## src/rtl/lsu_ctrl.sv

```systemverilog
// lsu_ctrl: load/store controller between the CPU datapath and a word-organised
// data memory. Accepts one byte-addressed request at a time, checks alignment
// and range, performs loads with sign/zero extension, and runs sub-word stores
// as read-modify-write sequences.
//
// Ports:
//   clk, reset      clock; asynchronous active-high reset
//   req, op, vaddr  request strobe, operation, byte address (sampled in IDLE)
//   wdata, pc       store data and requesting pc (sampled with req)
//   busy, done      not-idle flag; one-cycle completion pulse
//   rdata           extended load result (changes only on successful loads)
//   adel, ades      load/store address error, valid while done is high
//   mem_we, mem_addr, mem_wdata, mem_pc   memory word port and write-trace pc
//   mem_rdata       memory read data, combinational from mem_addr
module lsu_ctrl #(
    parameter int unsigned MEM_WORDS = 3072
) (
    input  logic        clk,
    input  logic        reset,
    input  logic        req,
    input  logic [2:0]  op,
    input  logic [31:0] vaddr,
    input  logic [31:0] wdata,
    input  logic [31:0] pc,
    output logic        busy,
    output logic        done,
    output logic [31:0] rdata,
    output logic        adel,
    output logic        ades,
    output logic        mem_we,
    output logic [11:0] mem_addr,
    output logic [31:0] mem_wdata,
    output logic [31:0] mem_pc,
    input  logic [31:0] mem_rdata
);

    localparam logic [31:0] ADDR_LIMIT = 32'(4 * MEM_WORDS);

    localparam logic [2:0] OP_LW  = 3'd0;
    localparam logic [2:0] OP_LH  = 3'd1;
    localparam logic [2:0] OP_LHU = 3'd2;
    localparam logic [2:0] OP_LB  = 3'd3;
    localparam logic [2:0] OP_LBU = 3'd4;
    localparam logic [2:0] OP_SW  = 3'd5;
    localparam logic [2:0] OP_SH  = 3'd6;

    typedef enum logic [2:0] {
        ST_IDLE,
        ST_LOAD,
        ST_MERGE,
        ST_WRITE,
        ST_RESP
    } state_t;

    state_t      state_q, state_d;
    logic [2:0]  op_q;
    logic [1:0]  off_q;
    logic [15:0] wd_q;
    logic        err_ld_q, err_st_q;

    logic        is_store, req_err, accept;
    logic [15:0] half;
    logic [7:0]  byt;
    logic [31:0] load_word, merge_word;

    // Request classification on the raw inputs (only used in IDLE).
    always_comb begin
        is_store = (op >= OP_SW);
        req_err  = (vaddr >= ADDR_LIMIT);
        if ((op == OP_LW || op == OP_SW) && (vaddr[1:0] != 2'b00)) begin
            req_err = 1'b1;
        end
        if ((op == OP_LH || op == OP_LHU || op == OP_SH) && vaddr[0]) begin
            req_err = 1'b1;
        end
    end

    // State register.
    always_ff @(posedge clk or posedge reset) begin
        if (reset) begin
            state_q <= ST_IDLE;
        end else begin
            state_q <= state_d;
        end
    end

    // Next-state logic and state-decoded outputs.
    always_comb begin
        state_d = state_q;
        accept  = 1'b0;
        busy    = (state_q != ST_IDLE);
        done    = (state_q == ST_RESP);
        mem_we  = (state_q == ST_WRITE);
        adel    = (state_q == ST_RESP) && err_ld_q;
        ades    = (state_q == ST_RESP) && err_st_q;
        case (state_q)
            ST_IDLE: begin
                if (req) begin
                    accept = 1'b1;
                    if (req_err)        state_d = ST_RESP;
                    else if (!is_store) state_d = ST_LOAD;
                    else if (op == OP_SW) state_d = ST_WRITE;
                    else                state_d = ST_MERGE;
                end
            end
            ST_LOAD:  state_d = ST_RESP;
            ST_MERGE: state_d = ST_WRITE;
            ST_WRITE: state_d = ST_RESP;
            ST_RESP:  state_d = ST_IDLE;
            default:  state_d = ST_IDLE;
        endcase
    end

    // Load extraction and sub-word merge from the current memory word.
    always_comb begin
        half = off_q[1] ? mem_rdata[31:16] : mem_rdata[15:0];
        byt  = 8'(mem_rdata >> {off_q, 3'b000});
        case (op_q)
            OP_LH:   load_word = {{16{half[15]}}, half};
            OP_LHU:  load_word = {16'h0000, half};
            OP_LB:   load_word = {{24{byt[7]}}, byt};
            OP_LBU:  load_word = {24'h000000, byt};
            default: load_word = mem_rdata;
        endcase
        if (op_q == OP_SH) begin
            merge_word = off_q[1] ? {wd_q, mem_rdata[15:0]}
                                  : {mem_rdata[31:16], wd_q};
        end else begin
            case (off_q)
                2'd0:    merge_word = {mem_rdata[31:8], wd_q[7:0]};
                2'd1:    merge_word = {mem_rdata[31:16], wd_q[7:0], mem_rdata[7:0]};
                2'd2:    merge_word = {mem_rdata[31:24], wd_q[7:0], mem_rdata[15:0]};
                default: merge_word = {wd_q[7:0], mem_rdata[23:0]};
            endcase
        end
    end

    // Request latches and registered datapath outputs.
    always_ff @(posedge clk or posedge reset) begin
        if (reset) begin
            op_q      <= 3'd0;
            off_q     <= 2'd0;
            wd_q      <= 16'h0000;
            err_ld_q  <= 1'b0;
            err_st_q  <= 1'b0;
            rdata     <= 32'h0;
            mem_addr  <= 12'h000;
            mem_wdata <= 32'h0;
            mem_pc    <= 32'h0;
        end else begin
            if (accept) begin
                op_q     <= op;
                off_q    <= vaddr[1:0];
                wd_q     <= wdata[15:0];
                err_ld_q <= req_err && !is_store;
                err_st_q <= req_err && is_store;
                mem_addr <= vaddr[13:2];
                mem_pc   <= pc;
                if (op == OP_SW) begin
                    mem_wdata <= wdata;
                end
            end
            if (state_q == ST_LOAD) begin
                rdata <= load_word;
            end
            if (state_q == ST_MERGE) begin
                mem_wdata <= merge_word;
            end
        end
    end

endmodule

```

## config.mk

```make
export PLATFORM = sky130hd
export DESIGN_NAME = lsu_ctrl
export DESIGN_NICKNAME = d
export VERILOG_FILES = /design/src/rtl/lsu_ctrl.sv
export SDC_FILE = /design/constraint.sdc
export NUM_CORES = 1
export LEC_CHECK = 0
export ABC_AREA = 1
export CAP_MARGIN = 40
export CELL_PAD_IN_SITES_DETAIL_PLACEMENT = 0
export CELL_PAD_IN_SITES_GLOBAL_PLACEMENT = 1
export CORE_ASPECT_RATIO = 0.5
export CORE_MARGIN = 3
export CORE_UTILIZATION = 31
export DETAILED_ROUTE_END_ITERATION = 16
export PLACE_DENSITY_LB_ADDON = 0.1
export SYNTH_ARGS = -nofsm -noshare
export SYNTH_HDL_FRONTEND = slang
export SYNTH_SLANG_ARGS = --single-unit
```

## constraint.sdc

```tcl
create_clock -name clk -period 5.3 [get_ports clk]
set_input_delay 1.06 -clock clk [delete_from_list [all_inputs] [get_ports clk]]
set_output_delay 1.06 -clock clk [all_outputs]
set_load 0.02 [all_outputs]
```

==> reports/summary.md, run 1 <==
Count of yosys warnings during synthesis: 0. For this run, the leading register cell type out of synthesis is dfrtp_1. The flow ran to the end, and the final reports show no timing, DRC or antenna violations.

Part of the cycle the worst path needs: 0.571. The layout cell share with drive strength beyond 1 is 0.0583, and the number of setup violations in the final report is 0. The mean cell area of the mapped netlist works out to 6.99 µm². The layout has 2413 filler cells. The logs give 0 for the hold violation total from the final report and 0 ns for the final sum of negative setup slack. The number of levels the H-tree was split into is 4, and the complex-gate fraction of the synthesized area is 0.0919. The count of max-cap constraint violations was 0; the critical path data required time was 5.68 ns.

The count of different cell masters after synthesis is 26, and the weighted congestion at the end of routability-driven global placement is 0.870. For this design the top-level I/O count stands at 247. The fraction of synthesized cell area in xor and xnor cells is 0, and the largest net degree at the start of global routing is 68. By area the synthesized netlist is led by dfrtp_1, nand2_1, nand3_1.

In this run the tool buffered the top-level ports with 246 buffer cells. The number of nets in the final layout came out at 1408. The tightest slew margin relative to the limit was 0.383; the buffers inserted during post-CTS setup optimization was 0. The run gives 1060 as the number of cells produced by synthesis. The half-perimeter wire length after detailed placement was 19900 µm; the area of the die was 0.0259 mm². The minimum clock period was 3.02 ns. The ratio of routed vias to standard cells was 4.78; the footprint of the multi-input gates was 0.00353 mm². Clock latency on the worst-skew pair, taken at its later pin, is 0.44 ns. The floorplan has 39 rows.

The peak ir drop on the vdd network is 0.259 mV. Of all cell types, the one taking the most synthesized area is dfrtp_1. Leakage power figure: 5.14 nW.

The library cell used most frequently in the layout, excluding fill and tap cells, is nand2_1. The routed layout has 7631 vias. Data on the critical path arrives at its endpoint at 3.40 ns. The total area inside the core boundary comes to 0.0231 mm². The total instance count after detailed placement is 1562, and the net count after synthesis is 1194.

For the initial antenna violation count, the log shows 3. The tightest min-delay check is of the register to register type. The worst slack at placement was 1.79 ns; the highest attainable clock frequency was 0.331 GHz.

The tools report the category of the worst setup path launch point as an input port. Counting the buffers created by CTS gives 17. The finished cells cover 0.0106 mm². The area of placed instances was 0.0100 mm².

After detailed routing, the number of remaining DRC violations is 0. The number of synthesized flops with an enable pin came out at 0. For the register area share after synthesis, the log shows 0.453. The worst setup path is captured at a register. The sequential cells in the finished layout cover a total of 0.00335 mm². The area share of the largest cell type after synthesis was 0.453; the cell area after synthesis was 0.00741 mm². The clock tree root driver cell was clkbuf_16. The number of global-route vias before repair came out at 7552. For this block, the initial DRC count from the detailed router was 557. The async set or reset register ratio after synthesis works out to 1.00.

For this design, the CTS-stage hold fixing added 0 buffers. The first global-routing pass estimated 43000 µm of wire. The actual transition at the worst max-transition pin was 0.923 ns; the post-synthesis share of cell area spent on full adders, half adders and majority gates was 0. The floorplan step set the die width to 225 µm.

By startpoint and endpoint, the worst setup path is classified as input port to register. The mux contribution to synthesized area is 0, and the total wirelength of the detailed-routed design is 27300 µm. For the total iterations of the first detailed-routing run, the log shows 5. Setup slack on the worst reg-to-reg path comes out at 2.48 ns. The worst-path maximum fanout was 63. Setup repair after global routing left no endpoint under its margin. The tools report the worst path setup slack after routing as 2.28 ns.

The library cells used most frequently in the layout, excluding fill and tap cells, are nand2_1, clkdlybuf4s50_1, dfrtp_1. The logs give 0.320 for the effective utilization at floorplan and 1595 for the final instance count without filler cells. The startpoint identified for the worst register-to-register timing path is off_q[1]$_DFFE_PP0P_.

The number of pins exceeding their max-slew limit in the final report was 0; the detail-routed net length per standard cell was 17.1 µm. Summed over all layers, the global routing overflow is 0. Startpoint of the worst hold path: rdata[26]$_DFFE_PP0N_. The number of cells on the worst reg-to-reg path is 9. The main combinational cell family by area after synthesis is simple AND/OR/NAND/NOR gates. Measured along the y axis, the die boundary spans 115 µm. TritonCTS built the clock tree.

Synthesis inferred 134 register bits. Clock-pin slew was measured on the worst setup and hold paths at 0.06 ns. Power spread over the standard cell area amounts to 544 mW/mm². The detail route stage leaves a number of antenna-violating nets equal to 0. For the maximum buffer depth of the clock tree, the log shows 2. The number of gates resized after CTS was 0. The run gives 0.0110 ns as the setup skew after layout. The critical path endpoint is mem_addr[5]$_DFFE_PP0P_. Final hold analysis gives a worst-case slack of 0.477 ns. The synthesis-to-layout area growth came out at 43.3%.

The share of synthesized cell area in and, or, nand and nor gates came out at 0.384. The tools report the launch point of the worst path as req. The clock sink total came out at 134. The total routing usage reported by global routing is 0.216.

In this run the critical register-to-register path is captured at mem_wdata[15]$_DFFE_PP0P_.
==> cell usage after synthesis (8+ instances only) <==
cell and n:
nand2_1 548, dfrtp_1 134, nand3_1 71, o21ai_0 56, inv_1 47, nor2_1 37, o211ai_1 31, buf_2 25
a21oi_1 21, clkbuf_1 20, nand4_1 10, inv_2 8
==> worst max-delay path: stages <==
cell	delay, ns
clkdlybuf4s50_1	0.53
nand2_4	0.40
inv_2	0.78
buf_4	0.42
nand2_1	0.10
nand2_1	0.06
==> report_power, final <==
group / total, mW / internal [mW] / switching (mW) / leakage, nW
combinational: 2.84 / 1.14 / 1.70 / 3.28
clock: 1.20 / 0.713 / 0.487 / 0.283
sequential: 1.74 / 1.43 / 0.303 / 1.58
==> layout make-up <==
type                       count  share of cell area
multi-input combinational    811               0.332
tap                          307              0.0362
clock inverter                12              0.0133
clock buffer                  20              0.0421
antenna                        1            0.000236
sequential                   134               0.316
timing repair buffer         254               0.240
inverter                      56              0.0203
==> state kept, by name, summed over array words and instances, names as in the netlist <==
name,flops
mem_wdata,32
op_q,3
off_q,2
rdata,32
err_ld_q,1
mem_pc,32
mem_addr,12
err_st_q,1
state_q,3
wd_q,16
==> through the flow <==
stage	total power, mW	util
detailed placement	4.58	0.433
floorplan	3.45	-
global route	6.22	0.459
global placement	4.57	0.432
CTS	5.83	0.459
finish	5.77	0.459
==> per-layer routing <==
| layer | GRT usage | vias up | routed length, µm | share of wire |
|---|---|---|---|---|
| met4 | 0.0571 | 4 | 321 | 0.012 |
| met3 | 0.0694 | 25 | 2090 | 0.077 |
| met5 | 0 | - | 34 | 0.0012 |
| met2 | 0.312 | 235 | 11400 | 0.42 |
| li1 | - | 3783 | - | - |
| met1 | 0.313 | 3584 | 13400 | 0.49 |
==> how the worst min path moves through the flow <==
stage,cells past startpoint,endpoint,slack [ns]
after floorplan,2,err_st_q$_DFFE_PP0P_,0.45
after global placement,2,mem_addr[11]$_DFFE_PP0P_,0.46
after detailed placement,2,mem_pc[5]$_DFFE_PP0P_,0.47
after CTS,2,rdata[10]$_DFFE_PP0N_,0.48
after global routing,2,rdata[26]$_DFFE_PP0N_,0.50
final,2,rdata[26]$_DFFE_PP0N_,0.48
==> kinds of logic after synthesis <==
family,Yosys count
AO/OA/AOI/OAI,117
buffers and inverters,115
flip-flops,134
AND/OR/NAND/NOR,694
No activity file was read; power rests on OpenSTA's default activity.
==> run 2: changes to the inputs <==
==> constraint.sdc (replaced) <==
create_clock -name clk -period 3 [get_ports clk]
set_input_delay 0.6 -clock clk [delete_from_list [all_inputs] [get_ports clk]]
set_output_delay 0.6 -clock clk [all_outputs]
set_load 0.02 [all_outputs]
==> reports/summary.md, run 2 (synthesis results as in run 1) <==
The global routing usage on met2 was 0.309 (-0.00326). The run gives 39 (unchanged) as the number of rows created at floorplan. Based on the critical path, the design can be clocked at up to 0.410 GHz. The tools report the total wirelength of the detailed-routed design as 27400 µm (+0.24%). The layout cell share with drive strength beyond 1 works out to 0.0656 (+0.00736). The final cell area excluding filler cells was 0.0107 mm² (+0.61%). The run gives 0 (unchanged) as the count of max-cap constraint violations. The clock edge transition at the registers on the reported setup and hold paths is 0.07 ns (about the same). The actual transition at the worst max-transition pin was 0.744 ns (-0.179 ns); the number of levels the H-tree was split into was 4 (unchanged). For the first-pass GRT wire length, the log shows 42500 µm (-1.1%). The initial antenna violation count came out at 2 (-1).

The tools report the number of pins exceeding their max-slew limit in the final report as 0 (unchanged). In this run the most critical hold path is launched from mem_pc[19]$_DFFE_PP0P_. The register-to-register setup slack was 0.68 ns (-1.80 ns). The leakage power figure is 5.18 nW (+0.66%).

The part of the cycle the worst path needs was 0.813. The run finished with clean final reports. met2 is the most crowded layer. The global routing met3 resource utilization was 0.0717 (+0.00230). The worst path setup slack after routing is 0.560 ns (-1.72 ns), and the total iterations of the first detailed-routing run is 5 (unchanged). The number of input and output port buffers inserted was 246 (unchanged). The arrival time at the worst endpoint is 1.84 ns (-1.56 ns), and the half-perimeter wire length after detailed placement is 19800 µm (-0.77%). In this run the critical register-to-register path is launched from off_q[1]$_DFFE_PP0P_.

The met1 track demand over resource in global routing is 0.305 (-0.00728), and the post-cts hold buffer count is 0 (unchanged). The post-CTS resize count is 0 (unchanged), and the worst slack at placement is 0.619 ns (-1.17 ns). The worst setup path is launched from a register. Die height: 115 µm (unchanged). The logs give 0.214 (-0.00223) for the total routing usage reported by global routing and 0 (unchanged) for the number of setup violations in the final report.

The run gives 0.504 (+0.120) as the tightest slew margin relative to the limit. Clock tree root driver cell: clkbuf_16. The slowest cell on the critical path is clkdlybuf4s50_1. Detail-routed net length per standard cell: 17.1 µm (-0.26%). The run gives 0.821 (-5.6%) as the weighted congestion at the end of routability-driven global placement.

Setup skew after layout: 0.00884 ns (-0.00214 ns). The run gives 7447 (-1.4%) as the number of global-route vias before repair. Subtracting the final worst setup slack from the clock period gives 2.44 ns.

The tools report the total instance count after detailed placement as 1570 (+0.51%). The count of cells along the worst hold path came out at 2 (unchanged). The number of DRC markers after the initial detailed-route iteration is 549 (-1.4%).

The largest incremental delay on the critical path was 0.61 ns (-0.17 ns); the final sum of negative setup slack was 0 ns (unchanged). The TritonCTS buffer count is 17 (unchanged), and the hold violation total from the final report is 0 (unchanged). The worst hold path class was register to register.

For the critical path data required time, the log shows 2.40 ns (-3.28 ns). Power density normalized to cell area: 964 mW/mm² (+77%). The remaining antenna violation count after routing was 0 (unchanged); the total number of vias was 7708 (+1.0%). Leaving out fill and tap cells, the most frequent cells in the layout are nand2_1, clkdlybuf4s50_1, dfrtp_1. The number of nets in the final layout was 1416 (+0.57%); the register area was 0.00335 mm² (unchanged). Setup repair after global routing left no endpoint under its margin. The critical path goes through nor2_2, nand2_1, nor2_1, clkdlybuf4s50_1.

The tools report the fill cell instance count of the final layout as 2364 (-2.0%). The remaining global-route overflow is 0 (unchanged), and the peak ir drop on the vdd network is 0.499 mV (+93%). The area of the die is 0.0259 mm² (unchanged). The largest registers in the layout are mem_pc: 32 flops, mem_wdata: 32 flops, rdata: 32 flops. The tools report the worst-case hold path end point as mem_pc[19]$_DFFE_PP0P_.

Effective utilization at floorplan: 0.320 (unchanged). The worst-skew pair later-pin latency is 0.44 ns (about the same). The worst-path maximum fanout was 4 (-94%); the largest net degree at the start of global routing was 135 (+99%). The run gives 0.0101 mm² (+0.51%) as the area of placed instances. The maximum buffer depth of the clock tree is 2 (unchanged), and the final instance count without filler cells is 1603 (+0.50%). Worst reg-to-reg path cell count: 8 (-1). TritonCTS built the clock tree.

The clock sink total was 134 (unchanged). The library cell used most frequently in the layout, excluding fill and tap cells, is nand2_1. The tools report the endpoint class of the critical path as a primary output.

The ratio of routed vias to standard cells is 4.81 (+0.50%). For the post-route total power, the log shows 10.3 mW (+78%). The endpoint identified for the worst register-to-register timing path is mem_wdata[23]$_DFFE_PP0P_.

The tools report the boundary pin count as 247 (unchanged). The critical path is of the register to primary output type. The number of DRC violations after detailed routing was 0 (unchanged); the horizontal die dimension was 225 µm (unchanged). Footprint of the multi-input gates: 0.00353 mm² (unchanged).

The logs give 0 (unchanged) for the buffers inserted during post-CTS setup optimization and 0.0231 mm² (unchanged) for the area of the core. The area growth from synthesis to layout is 44.1%.
run 2: cell types whose count changed in the layout (fill, tap and decap cells not counted), sizes merged:
cell,previous run,this run
clkinv,3,7
clkbuf,20,19
inv,61,56
clkinvlp,2,4
buf,8,16
run 2: how the worst max path moves through the flow:
stage	start	to	slack (ns)
floorplan	reset	err_ld_q$_DFFE_PP0P_	0.73
global placement	op[1]	mem_wdata[17]$_DFFE_PP0P_	0.67
detailed placement	op[1]	mem_wdata[19]$_DFFE_PP0P_	0.62
CTS	state_q[1]$_DFFE_PP0P_	adel	0.52
global route	state_q[1]$_DFFE_PP0P_	adel	0.44
finish	state_q[1]$_DFFE_PP0P_	adel	0.56
run 2: power breakdown:
group | switching [mW] | internal, mW | total (mW)
clock network | 0.871 | 1.27 | 2.15
logic | 3.00 | 2.06 | 5.05
registers | 0.562 | 2.53 | 3.09
total | 4.43 | 5.86 | 10.3
run 2: routing by layer:
metal / part of all wire / wire length, µm / up-vias
li1: - / - / 3794
met1: 0.48 / 13200 / 3604
met2: 0.42 / 11500 / 275
met3: 0.084 / 2290 / 31
met4: 0.013 / 365 / 4
met5: 0.00077 / 21 / -
run 2: cell type report:
| cell class | instances | area share |
|---|---|---|
| timing repair buffer | 262 | 0.243 |
| multi-input combinational | 811 | 0.330 |
| clock inverter | 13 | 0.0139 |
| sequential | 134 | 0.314 |
| antenna | 1 | 0.000234 |
| tap | 307 | 0.0360 |
| clock buffer | 19 | 0.0424 |
| inverter | 56 | 0.0200 |
run 2: metrics by stage:
stage	utilization	hold WS, ns
after floorplan	-	0.453
after global placement	0.435	0.461
after detailed placement	0.435	0.464
after CTS	0.461	0.481
after global routing	0.461	0.503
final	0.462	0.477
run 2: worst max-delay path: cells and delay by family (launching register included):
family                 cells  cell delay (ns)
and+or+nand+nor            3             0.34
DFF                        1             0.45
buffers and inverters      1             0.61
==> run 3: changes to the inputs <==
==> constraint.sdc (replaced) <==
create_clock -name clk -period 2.4 [get_ports clk]
set_input_delay 0.48 -clock clk [delete_from_list [all_inputs] [get_ports clk]]
set_output_delay 0.48 -clock clk [all_outputs]
set_load 0.02 [all_outputs]
==> reports/summary.md, run 3 (synthesis results as in run 1) <==
The largest registers in the layout are mem_pc: 32 flops, mem_wdata: 32 flops, rdata: 32 flops. For the first-pass GRT wire length, the log shows 41700 µm (-1.8%). For the leakage power figure, the log shows 5.22 nW (+0.84%). The endpoint class of the critical path is a primary output. The logs give 0.0259 mm² (unchanged) for the area of the die and 0.00859 ns (-0.000245 ns) for the setup skew after layout. The part of the cycle the worst path needs came out at 0.955. Setup repair after global routing left no endpoint under its margin. The clock edge transition at the registers on the reported setup and hold paths came out at 0.06 ns (about the same). For the final instance count without filler cells, the log shows 1610 (+0.44%).

The tools report the remaining global-route overflow as 0 (unchanged). For the worst-skew pair later-pin latency, the log shows 0.44 ns (about the same). TritonCTS built the clock tree. Largest net degree at the start of global routing: 45 (-67%).

The ratio of routed vias to standard cells is 4.74 (-1.5%), and the hold violation total from the final report is 0 (unchanged). The total instance count after detailed placement is 1579 (+0.57%). The logs give 0 (unchanged) for the remaining antenna violation count after routing and 5.46 mW (+23%) for the power dissipated by switching net loads. For the boundary pin count, the log shows 247 (unchanged).

The total internal power was 7.36 mW (+26%); the synthesis-to-layout area growth was 45.2%. Worst hold path class: input port to asynchronous set/reset pin. The run gives 0.501 (+0.010) as the combinational fraction of design power. The logs give 643 (+17%) for the number of DRC markers after the initial detailed-route iteration and 0 (unchanged) for the count of max-cap constraint violations. The critical path is of the register to primary output type.

The number of setup violations in the final report was 0 (unchanged); the arrival time at the worst endpoint was 1.81 ns (-0.03 ns). The horizontal die dimension was 225 µm (unchanged); the area of the core was 0.0231 mm² (unchanged). Peak ir drop on the vdd network: 0.750 mV (+50%). The total wirelength of the detailed-routed design came out at 26900 µm (-1.7%). The tools report the number of antenna diodes as 0 (-1). The post-CTS resize count is 0 (unchanged). The total routing usage reported by global routing is 0.211 (-0.00340), and the actual transition at the worst max-transition pin is 0.593 ns (-0.151 ns). Layout cell share with drive strength beyond 1: 0.0714 (+0.00574). The run finished with clean final reports. The logs give 1.92 ns (-0.48 ns) for the critical path data required time and 20200 µm (+1.8%) for the half-perimeter wire length after detailed placement.

The tools report the number of DRC violations after detailed routing as 0 (unchanged). The initial antenna violation count is 1 (-1), and the fill cell instance count of the final layout is 2377 (+0.55%). The logs give 4 (unchanged) for the number of levels the H-tree was split into and 0.320 (unchanged) for the effective utilization at floorplan. Power density normalized to cell area: 1190 mW/mm² (+24%).

The number of input and output port buffers inserted was 246 (unchanged); the clock sink total was 134 (unchanged). The most common cell after layout, fill and taps aside is nand2_1. The tree is rooted in a clkbuf_16.

The post-route total power was 12.8 mW (+25%); the detail-routed net length per standard cell was 16.7 µm (-2.1%). For the relative contribution of the clock network to total power, the log shows 0.201 (-0.007). The tools report the tightest slew margin relative to the limit as 0.605 (+0.101). For the maximum buffer depth of the clock tree, the log shows 2 (unchanged).

The worst-path maximum fanout works out to 4 (unchanged). In the layout the commonest cells are nand2_1, clkdlybuf4s50_1, dfrtp_1. For the number of global-route vias before repair, the log shows 7307 (-1.9%).

The number of nets in the final layout came out at 1425 (+0.64%). The run gives 0.109 ns (-0.451 ns) as the worst path setup slack after routing. The tools report the weighted congestion at the end of routability-driven global placement as 0.854 (+4.1%). The category of the worst setup path launch point is a register. The logs give 17 (unchanged) for the TritonCTS buffer count and 7628 (-1.0%) for the total number of vias.

The worst slack at placement is 0.192 ns (-0.427 ns), and the highest attainable clock frequency is 0.436 GHz. The die height works out to 115 µm (unchanged). The switching share of power is 0.426 (-0.00429).

Post-cts hold buffer count: 0 (unchanged). For the final sum of negative setup slack, the log shows 0 ns (unchanged). The run gives 0 (unchanged) as the buffers inserted during post-CTS setup optimization. The number of rows created at floorplan was 39 (unchanged); the total iterations of the first detailed-routing run was 5 (unchanged).

The smallest clock period supported by the final layout is computed as 2.29 ns. For the number of pins exceeding their max-slew limit in the final report, the log shows 0 (unchanged). The tools report the share of power burned in registers as 0.299 (about the same).
-- run 3: path summary, 6_finish.rpt --
check,start,endpoint,slack (ns),cells past startpoint
min in group clk,rdata[22]$_DFFE_PP0N_,rdata[22]$_DFFE_PP0N_,0.48,2
worst min-delay path,reset,mem_wdata[6]$_DFFE_PP0P_,0.44,2
worst max-delay path,state_q[1]$_DFFE_PP0P_,ades,0.11,4
worst min register to register,rdata[22]$_DFFE_PP0N_,rdata[22]$_DFFE_PP0N_,0.48,2
max in group asynchronous,reset,rdata[24]$_DFFE_PP0N_,1.35,3
worst max register to register,off_q[0]$_DFFE_PP0P_,mem_wdata[12]$_DFFE_PP0P_,0.43,7
-- run 3: layer usage --
| metal | routed length, µm | part of all wire | vias to the layer above | global-route usage |
|---|---|---|---|---|
| li1 | - | - | 3810 | - |
| met1 | 13000 | 0.48 | 3554 | 0.303 |
| met2 | 11300 | 0.42 | 244 | 0.304 |
| met3 | 2410 | 0.090 | 18 | 0.0765 |
| met4 | 194 | 0.0072 | 2 | 0.0448 |
| met5 | 13 | 0.00048 | - | 0 |
-- run 3: metrics by stage --
step	cell area [µm²]	hold WS, ns	util
final	10800	0.438	0.465
after global routing	10800	0.473	0.465
after global placement	10200	0.462	0.440
after floorplan	7410	0.453	-
after CTS	10800	0.446	0.465
after detailed placement	10200	0.464	0.440
-- run 3: worst max-delay path, cell delays in order, from the launching register on --
cell             delay (ns)
dfrtp_1                0.43
nor2_2                 0.13
nand2_1                0.11
nor2_1                 0.10
clkdlybuf4s50_1        0.61
-- run 3: power by group through the flow --
stage	Clock (mW)	Sequential [mW]	Combinational, mW
final	2.57	3.83	6.42
after global routing	2.72	3.96	7.14
after CTS	2.64	3.84	6.48
after detailed placement	0	3.84	6.46
after global placement	0	3.84	6.44
after floorplan	0	4.56	3.06
-- run 3: cell type report --
class	instances	area (µm²)	share of cell area
Multi-Input combinational cell	811	3530	0.328
Tap cell	307	384	0.0357
Sequential cell	134	3350	0.312
Inverter	56	214	0.0199
Clock inverter	10	96.3	0.00896
Clock buffer	21	480	0.0447
Timing Repair Buffer	271	2700	0.251
